[src/rtl/freq_link_ctrl.sv]
// Half-duplex link scheduler: serializes TX bytes into timed encoder slots and
// assembles decoder strobes into RX bytes, keeping the decoder deaf during TX.
module freq_link_ctrl #(
  parameter int BIT_CYCLES = 16,
  parameter int GAP_CYCLES = 4,
  parameter int RX_TIMEOUT = 64
) (
  input  logic       clk,
  input  logic       rst_n,
  input  logic       tx_valid,
  input  logic [7:0] tx_data,
  output logic       tx_ready,
  output logic       tx_done,
  output logic       enc_en,
  output logic       enc_data,
  output logic       dec_en,
  input  logic       dec_bit_valid,
  input  logic       dec_bit,
  output logic [7:0] rx_data,
  output logic       rx_valid,
  output logic       rx_err,
  output logic       busy
);

  localparam int MAX_BG  = (BIT_CYCLES > GAP_CYCLES) ? BIT_CYCLES : GAP_CYCLES;
  localparam int MAX_ALL = (MAX_BG > RX_TIMEOUT) ? MAX_BG : RX_TIMEOUT;
  localparam int CW      = $clog2(MAX_ALL + 1);

  localparam logic [CW-1:0] BIT_LAST = CW'(BIT_CYCLES - 1);
  localparam logic [CW-1:0] GAP_LAST = (GAP_CYCLES > 0) ? CW'(GAP_CYCLES - 1) : '0;
  localparam logic [CW-1:0] RX_LAST  = CW'(RX_TIMEOUT - 1);

  typedef enum logic [1:0] {
    IDLE   = 2'd0,
    TX_BIT = 2'd1,
    TX_GAP = 2'd2,
    RX     = 2'd3
  } state_t;

  state_t        state;
  logic [7:0]    tx_shift;
  logic [2:0]    bit_idx;
  logic [CW-1:0] slot_cnt;
  logic [7:0]    rx_shift;
  logic [2:0]    rx_cnt;
  logic [CW-1:0] rx_timer;

  // An incoming strobe claims the channel before any pending transmit.
  assign tx_ready = (state == IDLE) && !dec_bit_valid;

  always_ff @(posedge clk or negedge rst_n) begin
    if (!rst_n) begin
      state    <= IDLE;
      tx_shift <= '0;
      bit_idx  <= '0;
      slot_cnt <= '0;
      rx_shift <= '0;
      rx_cnt   <= '0;
      rx_timer <= '0;
      tx_done  <= 1'b0;
      enc_en   <= 1'b0;
      enc_data <= 1'b0;
      dec_en   <= 1'b1;
      rx_data  <= '0;
      rx_valid <= 1'b0;
      rx_err   <= 1'b0;
      busy     <= 1'b0;
    end else begin
      tx_done  <= 1'b0;
      rx_valid <= 1'b0;
      rx_err   <= 1'b0;
      case (state)
        IDLE: begin
          if (dec_bit_valid) begin
            state       <= RX;
            rx_shift[0] <= dec_bit;
            rx_cnt      <= 3'd1;
            rx_timer    <= '0;
            busy        <= 1'b1;
          end else if (tx_valid && tx_ready) begin
            state    <= TX_BIT;
            tx_shift <= tx_data;
            bit_idx  <= 3'd0;
            slot_cnt <= '0;
            enc_en   <= 1'b1;
            enc_data <= tx_data[0];
            dec_en   <= 1'b0;
            busy     <= 1'b1;
          end
        end

        // With no gap configured, bit slots run back to back inside TX_BIT.
        TX_BIT: begin
          if (slot_cnt == BIT_LAST) begin
            slot_cnt <= '0;
            if (GAP_CYCLES != 0) begin
              state    <= TX_GAP;
              enc_en   <= 1'b0;
              enc_data <= 1'b0;
            end else if (bit_idx == 3'd7) begin
              state    <= IDLE;
              enc_en   <= 1'b0;
              enc_data <= 1'b0;
              dec_en   <= 1'b1;
              busy     <= 1'b0;
              tx_done  <= 1'b1;
            end else begin
              bit_idx  <= bit_idx + 3'd1;
              enc_data <= tx_shift[bit_idx + 3'd1];
            end
          end else begin
            slot_cnt <= slot_cnt + CW'(1);
          end
        end

        TX_GAP: begin
          if (slot_cnt == GAP_LAST) begin
            slot_cnt <= '0;
            if (bit_idx == 3'd7) begin
              state   <= IDLE;
              dec_en  <= 1'b1;
              busy    <= 1'b0;
              tx_done <= 1'b1;
            end else begin
              state    <= TX_BIT;
              bit_idx  <= bit_idx + 3'd1;
              enc_en   <= 1'b1;
              enc_data <= tx_shift[bit_idx + 3'd1];
            end
          end else begin
            slot_cnt <= slot_cnt + CW'(1);
          end
        end

        // A strobe landing on the timeout cycle still counts as a bit.
        RX: begin
          if (dec_bit_valid) begin
            rx_timer         <= '0;
            rx_shift[rx_cnt] <= dec_bit;
            if (rx_cnt == 3'd7) begin
              rx_data  <= {dec_bit, rx_shift[6:0]};
              rx_valid <= 1'b1;
              state    <= IDLE;
              busy     <= 1'b0;
            end else begin
              rx_cnt <= rx_cnt + 3'd1;
            end
          end else if (rx_timer == RX_LAST) begin
            rx_err <= 1'b1;
            state  <= IDLE;
            busy   <= 1'b0;
          end else begin
            rx_timer <= rx_timer + CW'(1);
          end
        end

        default: state <= IDLE;
      endcase
    end
  end

endmodule
[config.mk]
export PLATFORM = sky130hd
export DESIGN_NAME = freq_link_ctrl
export DESIGN_NICKNAME = d
export VERILOG_FILES = /design/src/rtl/freq_link_ctrl.sv
export SDC_FILE = /design/constraint.sdc
export NUM_CORES = 1
export LEC_CHECK = 0
export BUFFER_PORTS_ARGS = -buffer_cell sky130_fd_sc_hd__buf_2
export CORE_ASPECT_RATIO = 0.5
export CORE_MARGIN = 1.5
export CORE_UTILIZATION = 50
export CTS_CLUSTER_SIZE = 12
export DETAILED_ROUTE_END_ITERATION = 6
export PLACE_DENSITY_LB_ADDON = 0.08
export SLEW_MARGIN = 20
export SYNTH_ARGS = -nofsm -noshare
export SYNTH_HDL_FRONTEND = slang
export SYNTH_SLANG_ARGS = --single-unit
[constraint.sdc]
create_clock -name clk -period 2 [get_ports clk]
set_input_delay 0.3 -clock clk [delete_from_list [all_inputs] [get_ports clk]]
set_output_delay 0.3 -clock clk [all_outputs]
set_load 0.01 [all_outputs]
; ---- Yosys cells after proc, flatten, opt, wreduce, memory -nomap -nowiden
; Cells that the tools add are included.
[classes]
add_sub_neg = 4
mul = 0
div_mod_pow = 0
order_cmp = 3
eq_ne = 21
shift = 0
mux = 67
bitwise_logic = 2
n_reduce_logical = 20
[ops]
columns = op, count
row1 = 7-bit 2-to-1 mux, 7
row2 = 1-bit 2-to-1 mux, 33
row3 = 3-bit 2-to-1 mux, 7
row4 = 7-bit one-hot mux with 3 select lines, 1
row5 = "2-bit != test, second input constant", 8
row6 = 3-bit AND reduction, 5
row7 = 5-bit AND reduction, 3
row8 = "7-bit by 1-bit adder with 7-bit output, second input constant", 2
row9 = 2-bit 2-to-1 mux, 7
row10 = 7-bit one-hot mux with 2 select lines, 1
row11 = 3-bit one-hot mux with 2 select lines, 2
row12 = 6-bit AND reduction, 2
row13 = "3-bit != test, second input constant", 3
row14 = 1-bit one-hot mux with 3 select lines, 3
row15 = 8-bit bitwise mux, 1
row16 = "3-bit by 4-bit < comparator with 1-bit output, second input constant", 2
row17 = 2-bit one-hot mux with 4 select lines, 1
row18 = "7-bit by 2-bit == test with 1-bit output, second input constant", 1
row19 = "7-bit by 4-bit == test with 1-bit output, second input constant", 1
row20 = "7-bit by 6-bit == test with 1-bit output, second input constant", 1
row21 = "3-bit by 1-bit adder with 3-bit output, second input constant", 2
row22 = "3-bit == test, second input constant", 2
row23 = "2-bit == test, second input constant", 2
row24 = 1-bit one-hot mux with 2 select lines, 2
row25 = other kinds (14), 18
[word_totals]
ff_bits = 53
latchBits = 0
ramBits = 0
mem_bits_ro = 0
input_bits = 13
output_inout_bits = 16
wordCells = 133
mem_count = 0

; ---- Longest topological paths before layout
[logic_depth]
ltp_word = 7
depth_mapped = 7
depth_no_buf = 6

; ---- Worst setup path after synthesis
; No wires, ideal clock.
[synth_timing]
path_type = reg2reg
startpoint = reg rx_cnt[1]
endpoint = reg state[0]
arrival_ps = 1733
required_time_ps = 1875
path_slack_ps = 142
stages_incl_launch_ff = 7
path_buffers = 1
synth_period_minus_slack_ps = 1858
cell_sequence = dfrtp_1 > ha_1 > ha_1 > clkbuf_2 > a221o_1 > o2111ai_1 > mux2_2
[synth_via]
elab_chain_cells = 3
[synth_rtl]
columns = item, line_no
row1 = from (decl), 45  ; logic [2:0] rx_cnt;
row2 = from (signal assigned), 146  ; rx_cnt <= rx_cnt + 3'd1;
row3 = 3-bit == test, 140  ; if (rx_cnt == 3'd7) begin
row4 = 3-bit != test (no line), --
row5 = 5-bit AND reduction (no line), --
row6 = to (signal assigned), 143  ; state <= IDLE;
row7 = to (signal assigned), 150  ; state <= IDLE;
row8 = to (signal assigned), 157  ; default: state <= IDLE;
row9 = to (decl), 40  ; state_t state;
; No other way between the ends.
; A chain may end at the register's enable or synchronous reset.

; ---- Final worst setup path
[layout_timing]
startpoint = reg slot_cnt[5]
endpoint = reg enc_data
[layout_via]
elab_chain_cells = 3
word_cells_on_any_way = 5
classes_between = eq/ne: 4 / reduce/logical: 1
[layout_rtl]
columns = item, line_no
row1 = from (decl), 43  ; logic [CW-1:0] slot_cnt;
row2 = from (signal assigned), 112  ; slot_cnt <= slot_cnt + CW'(1);
row3 = from (signal assigned), 131  ; slot_cnt <= slot_cnt + CW'(1);
row4 = 7-bit by 2-bit == test with 1-bit output or 7-bit by 4-bit == test with 1-bit output (tied branches), "117, 94"
row5 = 2-bit != test (no line), --
row6 = 6-bit AND reduction (no line) (*), --
row7 = to (signal assigned), 86  ; enc_data <= tx_data[0];
row8 = to (signal assigned), 109  ; enc_data <= tx_shift[bit_idx + 3'd1];
row9 = to (signal assigned), 128  ; enc_data <= tx_shift[bit_idx + 3'd1];
row10 = to (decl), 15  ; output logic enc_data,
; Mark *: on every way between the ends. The rest lies on a longest branch, timed or not.

==> summary.md <==
| Metric | Value |
|---|---|
| Result of the run | finished, violations left |
| Violated checks | negative hold slack |
| Average size of a mapped cell | 10.90 sq um |
| Number of detailed-route iterations in the first pass | 4 |
| Number of H-tree levels | 2 |
| Fmax | 0.5214 GHz |
| Violation count after the first detailed-route iteration | 105 |
| Area of the core region | 5067 sq um |
| Antenna violations before repair | 0 |
| Clock latency on the worst-skew pair | 0.31 ns |
| Routed WL | between 5000 and 6000 um |
| Chip height | 55.10 um |
| Crit Path Class | flop to flop |
| Average wire per cell in the routed design | 15.30 um |
| Clock Skew | 0.004795 ns |
| Shortest period the worst path allows | 1.918 ns |
| Total via count after detailed routing | 2016 |
| Full die area | approximately 5900 sq um |
| Number of clock sinks seen by CTS | 52 |
| CP Cell Sequence | or3_1 -> o41ai_4 -> nand3_2 -> mux2_4 |
| Sequential-to-total area share from yosys stat | 47.99% |
| Maximum number of pins on one net before global-route repair | 30 |
| Placed insts | about 360 |
| Critical-path maximum fanout | 6 |
| Hold_ws | -0.01354 ns |
| Initial core utilization | a little over half |
| Sort of element at the start of the critical path | flop |
| Final worst-path cycle share | 95.90% |
| First-pass GRT wire length | 9121 um |
| Grt total ovfl | 0 |
| Internal reg-to-reg setup slack | 0.08 ns |
| Hold-fix buffers at CTS | 0 |
| CTS Buffer Depth | 2 |
| Root buffer cell | clkbuf_8 |
| RSZ-0062 raised after global routing | false |
| FF-to-FF path depth | 4 |
| Register bit total from synthesis | 52 |
| Number of enable-type register cells in the synthesized netlist | 0 |
| Fill cell instance count of the final layout | 448 |
| Data arrival time of the critical path | approximately 2.1 ns |
| Combined area of all synthesized cells | 2714 sq um |
| Post-DP HPWL | ~4100 um |
| Count of antenna-violating nets left after detailed routing | 0 |
| Post-synthesis net count | 273 |
| Slowest-stage cell, CP | or3_1 |
| Worst-path clk slew | 0.10 ns |
| Cell leakage power | approximately 0.0015 uW |
| Worst reg2reg endpoint | enc_data$_DFFE_PN0P_ |
| MaxCap Viol Count | 0 |
| DRC violations left | 0 |
| Overall fraction of global-route tracks in use | 20.63% |
| TritonCTS Buffers | 5 |
| Most frequently used flop master after synthesis | dfrtp_1 |
| IR drop worst, VDD | approximately 0.38 mV |
| Vias in the first global route | 1919 |
| Number of warnings issued by yosys | 0 |
| Class of the most critical hold timing path | primary input to asynchronous set/reset pin |
| Clock tree from TritonCTS | built |
| Row count | 18 |
| Summed negative setup slack over all endpoints | 0 ns |
| Count of final setup violators | 0 |
| Endpoints failing hold | 23 |
| Post-synthesis cell type count | slightly below 50 |
| Count of inserted antenna diode cells | 0 |
| Count of non-filler cells in the finished layout | 364 |
| Total number of nets in the final design | 317 |
| Number of setup buffers added after CTS | 0 |
| Fraction of final layout cells sized beyond drive strength 1 | 30.61% |
| Pwr Density | 545.9 nW/um^2 |
| Required time worst endpoint | 2.20 ns |
| Die X-Extent | 107.2 um |
| PortBufs | 28 |
| Asr flop ratio synth | 100.0% |
| Transition time of the tightest slew-check pin | 0.6092 ns |
| Kind of capture point of the worst setup path | flop |
| Synth-to-Final Area Change | 15.77% |
| Rel. slew slack | between 50% and 60% |
| Post-synthesis cell count | 249 |
| Commonest non-fill, non-tap cell in the layout | dfrtp_1 |
| Delay of the slowest cell on the worst path | approximately 0.54 ns |
| RD Place Congestion | roughly 0.84 |
| Vias per std cell | 5.538 |
| Max Transition Viols Final | 0 |
| Highest-count cells in the layout ignoring fill and taps | 51 x dfrtp_1, 28 x buf_2, 27 x nand2_1, 24 x mux2_2, 17 x buf_4 |
| Crit Reg-Reg Startpoint | slot_cnt[5]$_DFFE_PN0P_ |
| I/O pins | 29 |
-- power by group --
part / internal, uW / total (uW) / switching, uW
logic: 15.2 / 47.1 / 31.9
clock network: 249 / 618 / 368
registers: 1050 / 1050 / 0
total: 1320 / 1720 / 400
-- flip-flops by register name, summed over array words and instances, names as in the netlist --
name      count
enc_data      1
dec_en        1
tx_shift      8
rx_timer      7
rx_err        1
bit_idx       3
rx_valid      1
rx_shift      7
rx_data       8
slot_cnt      7
busy          1
tx_done       1
rx_cnt        3
enc_en        1
state         2
-- synthesized netlist by cell type, types with 4 or more instances --
| master | n | area (sq um) |
|---|---|---|
| a21oi_1 | 7 | 35.03 |
| a22o_1 | 4 | 35.03 |
| clkbuf_1 | 4 | 15.01 |
| dfrtp_1 | 51 | 1276 |
| ha_1 | 11 | 137.6 |
| inv_1 | 10 | 37.54 |
| mux2_2 | 24 | 270.3 |
| mux2i_1 | 6 | 60.06 |
| nand2_1 | 27 | 101.4 |
| nand2b_1 | 7 | 43.79 |
| nand3_1 | 6 | 30.03 |
| nor2_1 | 13 | 48.80 |
| nor3_1 | 9 | 45.04 |
| o2111ai_1 | 4 | 35.03 |
| o21ai_0 | 11 | 55.05 |
-- critical path, delay by kind of cell (launching register included) --
family	cells	cell delay [ns]
muxes	1	0.32
AOI/OAI and AO/OA	1	0.35
DFF	1	0.44
and+or+nand+nor	2	0.70
-- through the flow --
stage	total power [uW]	worst slack [ns]	instance area, sq um	utilization, %	hold WS, ns
final	1715	0.08207	3142	62.00	-0.01354
after global routing	1783	0.002888	3142	62.00	0.01809
after CTS	1737	0.08452	3133	61.83	0.007086
after detailed placement	1121	0.1061	3043	60.05	0.3473
after global placement	1119	0.1632	3043	60.05	0.3280
after floorplan	1079	0.1420	2714	-	0.004409
-- worst max path at each step --
stage	to	cells after the start	slack, ns	startpoint
finish	enc_data$_DFFE_PN0P_	4	0.08	slot_cnt[5]$_DFFE_PN0P_
global route	enc_data$_DFFE_PN0P_	4	0.003	slot_cnt[5]$_DFFE_PN0P_
CTS	bit_idx[0]$_DFFE_PN0P_	4	0.08	slot_cnt[5]$_DFFE_PN0P_
detailed placement	bit_idx[0]$_DFFE_PN0P_	4	0.11	slot_cnt[5]$_DFFE_PN0P_
global placement	rx_timer[5]$_DFFE_PN0P_	6	0.16	state[0]$_DFFE_PN0P_
floorplan	state[0]$_DFFE_PN0P_	6	0.14	rx_cnt[1]$_DFFE_PN0P_
-- cell families (layout without fill, tap and decap cells) --
group / after synthesis / in the layout / share of synthesized area [%]
buffers and inverters: 19 / 64 / 3.089
adder cells (fa/ha/maj): 11 / 11 / 5.071
flip-flops: 52 / 52 / 47.99
multiplexers: 33 / 33 / 14.38
AND/OR/NAND/NOR: 80 / 80 / 15.03
XOR/XNOR: 3 / 3 / 0.9684
AO/OA/AOI/OAI: 51 / 51 / 13.46
-- layer usage --
layer	wire (um)	GRT usage (%)	vias to the layer above
met4	46	5.556	0
met3	175	4.215	8
met2	2610	35.77	28
li1	-	-	995
met1	2736	27.15	985
met5	0	0	-
-- final cells by class --
class / count / area, sq um / share of cell area [%]
multi-input cells: 178 / 1336 / 42.53
flip-flops and latches: 52 / 1303 / 41.46
repair buffers: 46 / 287.8 / 9.160
well taps: 70 / 87.58 / 2.788
clock buffers: 5 / 68.82 / 2.190
inverters: 10 / 37.54 / 1.195
clock inverters: 3 / 21.27 / 0.6770
-- repair_timing --
action,4_1_cts,5_1_grt
endpoints found under the setup margin,0,3
endpoints found under the hold margin,0,0
resized for setup,0,2
Power figures use the tool's default switching activity.
